`src/rtl/stroke_grid_pkg.sv`:
```
// Shared types for the stroke capture front end: FSM states, cell points and
// the adjacency test that decides whether a sample continues the current stroke.
package stroke_grid_pkg;

   typedef enum logic [2:0] {
      ST_IDLE    = 3'd0,
      ST_CAPTURE = 3'd1,
      ST_CHECK   = 3'd2,
      ST_WAIT    = 3'd3,
      ST_SHOW    = 3'd4
   } state_t;

   // Wide enough for any grid up to 256 cells per axis.
   localparam int PT_W = 8;

   typedef struct packed {
      logic [PT_W-1:0] x;
      logic [PT_W-1:0] y;
   } cell_pt_t;

   // True when the two cells are not 8-neighbours (or the same cell).
   function automatic logic pt_far(input cell_pt_t a, input cell_pt_t b);
      logic [PT_W-1:0] dx;
      logic [PT_W-1:0] dy;
      dx = (a.x >= b.x) ? (a.x - b.x) : (b.x - a.x);
      dy = (a.y >= b.y) ? (a.y - b.y) : (b.y - a.y);
      return (dx > PT_W'(1)) || (dy > PT_W'(1));
   endfunction

endpackage

```
`src/rtl/coord_scaler.sv`:
```
// Maps one raw touch coordinate onto a grid cell index: (coord*MUL)>>SHIFT,
// clamped to the last cell so out-of-range touches land on the edge.
module coord_scaler #(
   parameter int COORD_W = 12,
   parameter int MUL     = 3,
   parameter int SHIFT   = 10,
   parameter int CELLS   = 12
) (
   input  logic [COORD_W-1:0]        coord_i,
   output logic [$clog2(CELLS)-1:0]  cell_o
);

   localparam int PROD_W = COORD_W + $clog2(MUL + 1);
   localparam int CELL_W = $clog2(CELLS);

   logic [PROD_W-1:0] prod;
   logic [PROD_W-1:0] shifted;

   assign prod    = PROD_W'(coord_i) * PROD_W'(MUL);
   assign shifted = prod >> SHIFT;
   assign cell_o  = (shifted > PROD_W'(CELLS - 1)) ? CELL_W'(CELLS - 1)
                                                   : shifted[CELL_W-1:0];

endmodule

```
`src/rtl/stroke_grid_capture.sv`:
```
// Touch-stroke capture: builds the occupancy bitmap and stroke table during a
// session, then freezes it and hands it to the recogniser via req/result.
//
// state      | meaning
// -----------+-----------------------------------------------------------
// ST_IDLE    | all capture state cleared, waiting for i_session
// ST_CAPTURE | samples update bitmap and stroke table
// ST_CHECK   | one frozen cycle before the recogniser is asked
// ST_WAIT    | o_req high, waiting for i_result_valid
// ST_SHOW    | result latched and displayed until i_clear
module stroke_grid_capture
   import stroke_grid_pkg::*;
#(
   parameter int COORD_W       = 12,
   parameter int GRID_W        = 12,
   parameter int GRID_H        = 8,
   parameter int X_MUL         = 3,
   parameter int X_SHIFT       = 10,
   parameter int Y_MUL         = 1,
   parameter int Y_SHIFT       = 9,
   parameter int MAX_STROKES   = 4,
   parameter int SPLIT_ON_LIFT = 1,
   parameter int RES_W         = 4
) (
   input  logic                                      i_clk,
   input  logic                                      i_rst,
   input  logic                                      i_clear,
   input  logic                                      i_session,
   input  logic                                      i_touch_valid,
   input  logic [COORD_W-1:0]                        i_touch_x,
   input  logic [COORD_W-1:0]                        i_touch_y,
   output logic [$clog2(GRID_W)-1:0]                 o_cell_x,
   output logic [$clog2(GRID_H)-1:0]                 o_cell_y,
   output logic [GRID_W*GRID_H-1:0]                  o_grid,
   output logic [$clog2(MAX_STROKES+1)-1:0]          o_stroke_count,
   output logic [MAX_STROKES*$clog2(GRID_W)-1:0]     o_start_x,
   output logic [MAX_STROKES*$clog2(GRID_H)-1:0]     o_start_y,
   output logic [MAX_STROKES*$clog2(GRID_W)-1:0]     o_end_x,
   output logic [MAX_STROKES*$clog2(GRID_H)-1:0]     o_end_y,
   output logic                                      o_overflow,
   output logic                                      o_req,
   input  logic                                      i_result_valid,
   input  logic [RES_W-1:0]                          i_result,
   output logic [RES_W-1:0]                          o_result,
   output logic                                      o_result_valid
);

   localparam int CX_W  = $clog2(GRID_W);
   localparam int CY_W  = $clog2(GRID_H);
   localparam int CNT_W = $clog2(MAX_STROKES + 1);
   localparam int NCELL = GRID_W * GRID_H;
   localparam int IDX_W = $clog2(NCELL);

   state_t             state_q, state_d;
   logic [NCELL-1:0]   grid_q, grid_d;
   logic [CNT_W-1:0]   cnt_q, cnt_d;
   logic               ovf_q, ovf_d;
   logic [RES_W-1:0]   result_q, result_d;
   cell_pt_t           last_q, last_d;
   logic               prev_valid_q;
   logic [CX_W-1:0]    sx_q [MAX_STROKES];
   logic [CX_W-1:0]    sx_d [MAX_STROKES];
   logic [CY_W-1:0]    sy_q [MAX_STROKES];
   logic [CY_W-1:0]    sy_d [MAX_STROKES];
   logic [CX_W-1:0]    ex_q [MAX_STROKES];
   logic [CX_W-1:0]    ex_d [MAX_STROKES];
   logic [CY_W-1:0]    ey_q [MAX_STROKES];
   logic [CY_W-1:0]    ey_d [MAX_STROKES];

   logic [CX_W-1:0]    cell_x;
   logic [CY_W-1:0]    cell_y;
   logic [IDX_W-1:0]   cell_idx;
   cell_pt_t           cur_pt;
   logic               split;
   logic               wr_start;
   logic [CNT_W-1:0]   wr_idx;

   coord_scaler #(
      .COORD_W (COORD_W),
      .MUL     (X_MUL),
      .SHIFT   (X_SHIFT),
      .CELLS   (GRID_W)
   ) u_scale_x (
      .coord_i (i_touch_x),
      .cell_o  (cell_x)
   );

   coord_scaler #(
      .COORD_W (COORD_W),
      .MUL     (Y_MUL),
      .SHIFT   (Y_SHIFT),
      .CELLS   (GRID_H)
   ) u_scale_y (
      .coord_i (i_touch_y),
      .cell_o  (cell_y)
   );

   assign o_cell_x = cell_x;
   assign o_cell_y = cell_y;
   assign cell_idx = IDX_W'(cell_x) * IDX_W'(GRID_H) + IDX_W'(cell_y);
   assign cur_pt.x = PT_W'(cell_x);
   assign cur_pt.y = PT_W'(cell_y);

   always_ff @(posedge i_clk or negedge i_rst) begin
      if (!i_rst) begin
         state_q <= ST_IDLE;
      end else begin
         state_q <= state_d;
      end
   end

   always_comb begin
      state_d = state_q;
      if (i_clear) begin
         state_d = ST_IDLE;
      end else begin
         case (state_q)
            ST_IDLE:    if (i_session) state_d = ST_CAPTURE;
            // cnt_d includes a sample arriving on the same cycle the session ends
            ST_CAPTURE: if (!i_session) state_d = (cnt_d != '0) ? ST_CHECK : ST_IDLE;
            ST_CHECK:   state_d = ST_WAIT;
            ST_WAIT:    if (i_result_valid) state_d = ST_SHOW;
            ST_SHOW:    state_d = ST_SHOW;
            default:    state_d = ST_IDLE;
         endcase
      end
   end

   always_comb begin
      o_req          = (state_q == ST_WAIT) || (state_q == ST_SHOW);
      o_result_valid = (state_q == ST_SHOW);
   end

   always_comb begin
      grid_d   = grid_q;
      cnt_d    = cnt_q;
      ovf_d    = ovf_q;
      result_d = result_q;
      last_d   = last_q;
      sx_d     = sx_q;
      sy_d     = sy_q;
      ex_d     = ex_q;
      ey_d     = ey_q;
      split    = 1'b0;
      wr_start = 1'b0;
      wr_idx   = '0;

      if (i_clear || state_q == ST_IDLE) begin
         grid_d   = '0;
         cnt_d    = '0;
         ovf_d    = 1'b0;
         result_d = '0;
         last_d   = '0;
         for (int k = 0; k < MAX_STROKES; k++) begin
            sx_d[k] = '0;
            sy_d[k] = '0;
            ex_d[k] = '0;
            ey_d[k] = '0;
         end
      end else if (state_q == ST_CAPTURE && i_touch_valid) begin
         grid_d[cell_idx] = 1'b1;
         last_d = cur_pt;
         split  = pt_far(cur_pt, last_q) || ((SPLIT_ON_LIFT != 0) && !prev_valid_q);

         if (cnt_q == '0) begin
            wr_idx   = '0;
            wr_start = 1'b1;
            cnt_d    = CNT_W'(1);
         end else if (split && cnt_q < CNT_W'(MAX_STROKES)) begin
            wr_idx   = cnt_q;
            wr_start = 1'b1;
            cnt_d    = cnt_q + CNT_W'(1);
         end else begin
            // table full (or no split): the sample only moves the last end point
            wr_idx = cnt_q - CNT_W'(1);
            if (split) ovf_d = 1'b1;
         end

         for (int k = 0; k < MAX_STROKES; k++) begin
            if (CNT_W'(k) == wr_idx) begin
               ex_d[k] = cell_x;
               ey_d[k] = cell_y;
               if (wr_start) begin
                  sx_d[k] = cell_x;
                  sy_d[k] = cell_y;
               end
            end
         end
      end else if (state_q == ST_WAIT && i_result_valid) begin
         result_d = i_result;
      end
   end

   always_ff @(posedge i_clk or negedge i_rst) begin
      if (!i_rst) begin
         grid_q       <= '0;
         cnt_q        <= '0;
         ovf_q        <= 1'b0;
         result_q     <= '0;
         last_q       <= '0;
         prev_valid_q <= 1'b0;
         for (int k = 0; k < MAX_STROKES; k++) begin
            sx_q[k] <= '0;
            sy_q[k] <= '0;
            ex_q[k] <= '0;
            ey_q[k] <= '0;
         end
      end else begin
         grid_q       <= grid_d;
         cnt_q        <= cnt_d;
         ovf_q        <= ovf_d;
         result_q     <= result_d;
         last_q       <= last_d;
         prev_valid_q <= i_touch_valid;
         sx_q         <= sx_d;
         sy_q         <= sy_d;
         ex_q         <= ex_d;
         ey_q         <= ey_d;
      end
   end

   for (genvar k = 0; k < MAX_STROKES; k++) begin : g_flat
      assign o_start_x[k*CX_W +: CX_W] = sx_q[k];
      assign o_start_y[k*CY_W +: CY_W] = sy_q[k];
      assign o_end_x[k*CX_W +: CX_W]   = ex_q[k];
      assign o_end_y[k*CY_W +: CY_W]   = ey_q[k];
   end

   assign o_grid         = grid_q;
   assign o_stroke_count = cnt_q;
   assign o_overflow     = ovf_q;
   assign o_result       = result_q;

endmodule

```
`config.mk`:
```
export PLATFORM = sky130hd
export DESIGN_NAME = stroke_grid_capture
export DESIGN_NICKNAME = d
export VERILOG_FILES = /design/src/rtl/stroke_grid_pkg.sv /design/src/rtl/coord_scaler.sv /design/src/rtl/stroke_grid_capture.sv
export SDC_FILE = /design/constraint.sdc
export NUM_CORES = 1
export LEC_CHECK = 0
export BUFFER_PORTS_ARGS = -buffer_cell sky130_fd_sc_hd__buf_2
export CORE_MARGIN = 2
export CORE_UTILIZATION = 50
export DETAILED_ROUTE_END_ITERATION = 10
export MAX_ROUTING_LAYER = met4
export PLACE_DENSITY_LB_ADDON = 0.12
export SLEW_MARGIN = 20
export SYNTH_ARGS = -nofsm -noshare
export SYNTH_HDL_FRONTEND = slang
export SYNTH_SLANG_ARGS = --single-unit
```
`constraint.sdc`:
```
create_clock -name i_clk -period 4 [get_ports i_clk]
set_input_delay 0.6 -clock i_clk [delete_from_list [all_inputs] [get_ports i_clk]]
set_output_delay 0.6 -clock i_clk [all_outputs]
set_load 0.005 [all_outputs]
```
==> results by group, run 1 <==
Cells and area
  – Synthesis-to-layout area growth: 36.0%
  – Antenna Cells: 0
  – Final nets: approximately 1,100
  – Layout cell share with drive strength beyond 1: 0.358
  – Final instance area: ~11,000 um^2

CTS
  – Clk_lat worst skew: around 430 ps
  – CTS Hold Buffers Added: 0
  – CTS tree: built
  – CTS buffer count: 17
  – Clk buf depth: 2
  – Worst-path clk slew: 70 ps
  – TritonCTS sink count: 171
  – H-tree levels: 4
  – Clk root buf: clkbuf_16

Global route
  – Vias in the first global route: between 6,000 and 7,000
  – Total gr overflow: 0
  – First-pass GRT wire length: ~35,000 um
  – Initial antenna violation count: 0
  – GRT Util Overall: 0.277
  – Largest net degree at the start of global routing: 101

Timing
  – Hold Slack: about 240 ps
  – Slew @ Worst Pin: 951 ps
  – Tmin final: 4490 ps
  – RSZ-0062 raised after global routing: true
  – Final Skew: 10.0 ps
  – Max_slew headroom: 0.366
  – Final period utilization: 1.12
  – Achievable Freq: roughly 220 MHz
  – Final setup fails: 60
  – Final worst setup slack: -487 ps
  – Final hold violation count: 0
  – Fin. max-slew vios: 0

Synth
  – Largest family of logic cells by synthesized area: compound AO/OA/AOI/OAI gates
  – Post-synthesis adder-cell area fraction: 0.0638
  – Synth warnings: 0
  – Post-synthesis sequential area ratio: 0.535
  – Cells after synthesis: slightly below 800
  – Mean Syn Cell Area: approximately 10 um^2
  – Synthesized cell area: between 8000 and 9000 um^2
  – Simple-gate area share of the yosys netlist: 0.136
  – Mux cell area share after synthesis: 0.0607
  – Synth Flop Type: dfrtp_1
  – FFs w/ async S/R, synth: 1.00
  – Synthesized Nets: 844
  – Synth Area in Compound Gates: 0.167
  – Post-synth cell types: 58
  – Post-synth EDFFs: 0
  – Flops & latches, synth: 171
  – XOR/XNOR Fraction of Synth Area: 0.00438

Setup path
  – Largest fanout on the critical path: 4
  – Critical path type: in -> reg
  – Critical path arrival: 4800 ps
  – Req. time, crit path: 4310 ps
  – Crit end category: flop
  – CP Launch Type: primary input

Die
  – Die Ht: around 130 um
  – # IOs: slightly above 200
  – Die area: ~17,000 um^2
  – Initial Util: 0.507
  – Core box area: about 16,000 um^2
  – DIE WIDTH: 131 um
  – Rows: 46

Min path
  – Hold Path Class: in -> async

Status
  – Outcome: complete, but fails checks
  – Failing checks: setup timing

Place
  – Place WS: -1100 ps
  – Post-DP HPWL: roughly 15,000 um
  – Post-DP Area: between 9000 and 10,000 um^2
  – PortBufs: 193
  – GP Congestion: 0.926

Route
  – Post-route DRC: 0
  – Initial detailed-routing violation count: roughly 360
  – Pre-Repair DR Iteration Count: 5
  – WL/cell: about 18 um
  – Avg Vias per Cell: roughly 5.5
  – ANT nets after route: 0
  – Detailed-route via count: 6,864
  – Wirelength, routed: between 20,000 and 25,000 um

Power and ir drop
  – Worst vdd ir: between 0.3 and 0.4 mV
  – Leakage: 5.63 nW
  – Pwr dens: ~370 nW/um^2

Job
  – Max Cap Viol: 0
layout by cell type, fill, tap and decap left out, types with 4 or more instances in the layout:
cell type / count
mux2_4: 4
a21o_1: 6
buf_2: 188
clkbuf_16: 17
inv_1: 28
buf_12: 6
o21ai_1: 9
mux2i_1: 38
nor2b_1: 4
o211ai_1: 12
fa_1: 8
ha_4: 9
inv_6: 5
nor4_1: 5
nand3_1: 13
ha_1: 17
o2bb2ai_2: 10
mux2i_4: 4
a211o_1: 4
a21oi_2: 4
o21ai_0: 78
nor2_1: 28
a21oi_1: 13
dfrtp_1: 171
buf_6: 6
o21ai_2: 6
nand2_1: 151
nor3_1: 8
a22o_1: 24
buf_4: 63
nand2b_1: 9
a211oi_1: 5
area by class of cell:
class	count	area, um^2
Fill cell	1244	4890
Timing Repair Buffer	264	1620
Tap cell	216	270
Multi-Input combinational cell	538	3990
Clock inverter	12	174
Sequential cell	171	4280
Clock buffer	20	447
Inverter	29	109
cells in the mapped netlist (all sizes together) (2+ instances only):
master     n  area, um^2
nor2      30         113
a21oi     18        90.1
nand3b     2        15.0
nor2b      5        33.8
nor3      10        55.1
nand4      3        18.8
a2111oi    3        32.5
a211o      4        35.0
a22o      24         210
nor4b      2        23.8
nand3     15        75.1
o2bb2ai   12         105
fa         8         160
a31oi      2        12.5
a211oi    10         105
o211ai    12        90.1
buf        4        33.8
ha        28         350
nor4       5        31.3
or2        5        31.3
nand2b    10        62.6
clkbuf    32         120
nand2    155         582
mux2i     44         440
a311oi     2        23.8
o21ai     96         480
o211a      2        20.0
inv       29         109
xor2       3        26.3
mux2       4        45.0
a21o       6        45.0
and2       4        25.0
dfrtp    171        4280
kinds of logic after synthesis:
| family | after synthesis |
|---|---|
| flip-flops | 171 |
| multiplexers | 48 |
| AND/OR/NAND/NOR | 249 |
| XOR/XNOR | 4 |
| AO/OA/AOI/OAI | 201 |
| adder cells (fa/ha/maj) | 36 |
| buffers and inverters | 65 |
worst max-delay path, stage by stage:
cell,delay (ps)
buf_8,100
ha_4,240
nand4_1,170
a2111oi_4,350
buf_4,200
a211oi_4,50
mux2_4,330
ha_4,270
nor2b_4,150
o21ai_2,60
nand2b_1,80
fa_1,410
nor2_1,120
nand4_1,80
a211o_1,320
a311oi_4,360
buf_4,190
mux2i_4,260
buf_4,180
o21ai_4,90
o2bb2ai_2,170
through the flow:
stage | TNS [ps] | util | std cells | total power [mW]
6_report | -23560 | 0.690 | 1250 | 4.04
5_1_grt | -35330 | 0.690 | 1250 | 4.17
4_1_cts | -22960 | 0.680 | 1246 | 4.05
3_5_place_dp | -60080 | 0.622 | 1205 | 2.26
3_3_place_gp | -54770 | 0.622 | 1205 | 2.26
2_1_floorplan | -31970 | - | 774 | 2.04
layer usage:
layer	track usage	vias to the layer above	wire length (um)
li1	-	3220	-
met4	0.0901	0	376
met1	0.384	3388	10200
met3	0.0407	28	1160
met2	0.423	228	11000
met5	-	-	0
flip-flops by register name (all words and copies together), names as in the netlist:
register and count:
o_stroke_count 3, o_overflow 1, state_q 3, prev_valid_q 1, o_end_x 16, last_q 7
o_start_y 12, o_start_x 16, o_end_y 12, o_grid 96, o_result 4
power breakdown:
group / switching, mW / total (mW) / internal [mW]
Combinational: 0.318 / 0.547 / 0.229
Sequential: 0.00616 / 1.74 / 1.74
Clock: 0.731 / 1.75 / 1.02
Total: 1.06 / 4.04 / 2.99
final timing paths:
path,from,end,slack [ps],cells past startpoint
max in group asynchronous,i_rst,o_grid[36]$_DFFE_PN0P_,2860,2
max reg2reg,last_q[0]$_DFFE_PN0P_,o_start_x[10]$_DFFE_PN0P_,510,13
max,i_touch_x[2],o_start_x[10]$_DFFE_PN0P_,-490,21
min reg2reg,o_grid[67]$_DFFE_PN0P_,o_grid[67]$_DFFE_PN0P_,470,2
min in group i_clk,i_touch_valid,prev_valid_q$_DFF_PN0_,310,1
min,i_rst,o_grid[3]$_DFFE_PN0P_,240,1
repair_timing:
| action | CTS | global route |
|---|---|---|
| buffers inserted | 11 | 6 |
| gates resized for setup | 53 | 26 |
| pin swaps | 25 | 15 |
| setup endpoints to repair | 61 | 61 |
No activity file was read; power rests on OpenSTA's default activity.
==> run 2, diff against run 1 <==
--- a/config.mk
+++ b/config.mk
@@ -6,8 +6,10 @@
 export NUM_CORES = 1
 export LEC_CHECK = 0
 export BUFFER_PORTS_ARGS = -buffer_cell sky130_fd_sc_hd__buf_2
+export CELL_PAD_IN_SITES_DETAIL_PLACEMENT = 1
+export CELL_PAD_IN_SITES_GLOBAL_PLACEMENT = 2
 export CORE_MARGIN = 2
-export CORE_UTILIZATION = 50
+export CORE_UTILIZATION = 33
 export DETAILED_ROUTE_END_ITERATION = 10
 export MAX_ROUTING_LAYER = met4
 export PLACE_DENSITY_LB_ADDON = 0.12
==> run 2 against run 1 <==
Hold slack worse by 180 ps; combinational power rose by 15%; utilization is 22 points lower; die area rose by 50%; design area rose by 2.4%; cell count is 8.6% higher; the flow still finishes with violations (setup timing); critical path type unchanged; largest cell class unchanged; clock power shrank 7%.
==> results by group, run 2 (same netlist as run 1, synthesis figures left out) <==
Status
  – Outcome: complete, but fails checks
  – Failing checks: setup timing

Timing
  – Final worst setup slack: -472 ps (+14.8 ps)
  – Final setup fails: 61 (+1.7%)
  – Slew @ Worst Pin: 725 ps (-226 ps)
  – RSZ-0062 raised after global routing: true
  – Final Skew: 12.9 ps (+2.87 ps)
  – Final hold violation count: 0 (unchanged)
  – Fin. max-slew vios: 0 (unchanged)
  – Setup TNS: -25,540 ps (-1980 ps)
  – Achievable Freq: 224 MHz (+0.33%)
  – Max_slew headroom: 0.517 (+0.151)
  – Tmin final: 4470 ps (-14.8 ps)
  – Final period utilization: 1.12 (-0.00371)

Route
  – Initial detailed-routing violation count: 310 (-13%)
  – WL/cell: 19.9 um (+9.4%)
  – Detailed-route via count: 6,956 (+1.3%)
  – Met2 wire len: 14,300 um (+29%)
  – Top Metal Used: met4
  – Met1 wire length: 11,600 um (+14%)
  – Routed met3 length: 1020 um (-12%)
  – ANT nets after route: 0 (unchanged)
  – Pre-Repair DR Iteration Count: 4 (-1)
  – Post-route DRC: 0 (unchanged)
  – Avg Vias per Cell: 5.12 (-6.7%)
  – Wirelength, routed: 27,000 um (+19%)

CTS
  – Clk_lat worst skew: 440 ps (about the same)
  – TritonCTS sink count: 171 (unchanged)
  – CTS Hold Buffers Added: 0 (unchanged)
  – Worst-path clk slew: 80 ps (about the same)
  – Clk buf depth: 2 (unchanged)
  – Clk root buf: clkbuf_16
  – CTS buffer count: 17 (unchanged)
  – CTS tree: built
  – H-tree levels: 4 (unchanged)

Place
  – Place WS: -1210 ps (-108 ps)
  – PortBufs: 193 (unchanged)
  – Post-DP HPWL: 18,900 um (+26%)
  – Post-DP Area: 9930 um^2 (+1.3%)
  – GP Congestion: 0.807 (-13%)

Setup path
  – Critical path type: in -> reg
  – Critical-path cell list: buf_2 > ha_4 > a211oi_4 > o21ai_2 > o311ai_4 > xnor2_2 > or2_4 > inv_1 > ha_2 > inv_1 > fa_1 > xor2_2 > nor4b_4 > a211oi_2 > a311oi_4 > buf_6 > mux2i_4 > nand2b_1 > buf_12 > mux2i_1
  – Largest fanout on the critical path: 7 (+3)
  – Worst path max stage delay: 440 ps (+30 ps)
  – Path depth of the worst reg2reg path: 12 (-1)
  – Max stage delay cell, worst path: fa_1
  – Crit end category: flop
  – CP Launch Type: primary input
  – CP dominant cell by count: inv_1
  – Req. time, crit path: 4340 ps (+30 ps)
  – Critical path arrival: 4810 ps (about the same)

Cells and area
  – Final instance area: 11,100 um^2 (+2.4%)
  – Layout cell share with drive strength beyond 1: 0.371 (+0.0127)
  – Most frequent cells in the layout: 189 x buf_2, 171 x dfrtp_1, 151 x nand2_1
  – Antenna Cells: 0 (unchanged)
  – Commonest non-fill, non-tap cell in the layout: buf_2
  – Max reg flops: 96 (unchanged)
  – Final nets: 1,097 (+0.55%)
  – Core Util, Final: 0.472 (-0.218)
  – Synthesis-to-layout area growth: 39.2%

Power and ir drop
  – Worst vdd ir: 0.230 mV (-23%)
  – Pwr dens: 358 nW/um^2 (-3.5%)
  – Leakage: 5.69 nW (+1.1%)
  – Pwr Total: 3.99 mW (-1.2%)

Global route
  – Vias in the first global route: 7,674 (+17%)
  – GRT Util Overall: 0.220 (-0.0566)
  – Initial antenna violation count: 0 (unchanged)
  – Total gr overflow: 0 (unchanged)
  – Largest net degree at the start of global routing: 152 (+50%)
  – First-pass GRT wire length: 43,200 um (+22%)

Min path
  – Hold Path Class: in -> async

Die
  – Die Ht: 160 um (+22%)
  – Rows: 56 (+22%)
  – Die area: 25,500 um^2 (+50%)
  – # IOs: 203 (unchanged)
  – Initial Util: 0.339 (-0.169)
  – DIE WIDTH: 160 um (+22%)
  – Core box area: 23,600 um^2 (+50%)

Job
  – Max Cap Viol: 0 (unchanged)
-- run 2: cell types whose count changed in the layout (fill, tap and decap cells not counted), sizes merged --
cell and delta:
bufinv -3, buf +6, clkinvlp +1, clkinv +4, clkbuf -3
-- run 2: critical path: cells and delay by family --
family	cells	cell delay (ps)
compound gates	5	1140
fa+ha+maj	3	940
buf+inv	5	670
mux	2	440
simple gates	3	680
xor+xnor	2	350
-- run 2: final timing paths --
check / from / end / slack [ps]
min in group i_clk: i_touch_valid / prev_valid_q$_DFF_PN0_ / 310
worst max register to register: last_q[1]$_DFFE_PN0P_ / o_end_x[10]$_DFFE_PN0P_ / 550
max in group asynchronous: i_rst / o_grid[20]$_DFFE_PN0P_ / 2850
worst min-delay path: i_rst / o_grid[93]$_DFFE_PN0P_ / 60
worst max-delay path: i_touch_x[8] / o_end_x[10]$_DFFE_PN0P_ / -470
worst min register to register: o_grid[95]$_DFFE_PN0P_ / o_grid[95]$_DFFE_PN0P_ / 480
-- run 2: what timing repair did --
action	CTS	global route
endpoints found under the hold margin	0	0
endpoints found under the setup margin	61	61
resized for setup	52	44
buffers inserted	17	5
pin swaps	28	17
-- run 2: layer usage --
layer / up-vias / global-route usage
li1: 3215 / -
met1: 3578 / 0.266
met2: 151 / 0.387
met3: 12 / 0.0348
met4: 0 / 0.0500
met5: - / -
-- run 2: final cells by class --
class | instances | area, um^2
clock inverter | 14 | 151
inverter | 29 | 111
clock buffer | 17 | 425
sequential | 171 | 4280
tap | 319 | 399
multi-input combinational | 538 | 4060
fill | 2697 | 12500
timing repair buffer | 270 | 1710
-- run 2: report_power, final --
part | switching, mW | internal, mW | leakage, nW
combinational | 0.359 | 0.270 | 3.03
clock | 0.790 | 0.830 | 0.279
sequential | 0.00651 | 1.74 | 2.38
total | 1.16 | 2.84 | 5.69
-- run 2: through the flow --
stage,hold WS [ps],std cells
floorplan,304,774
global placement,456,1306
detailed placement,468,1306
CTS,300,1352
global route,70.9,1358
finish,64.2,1358
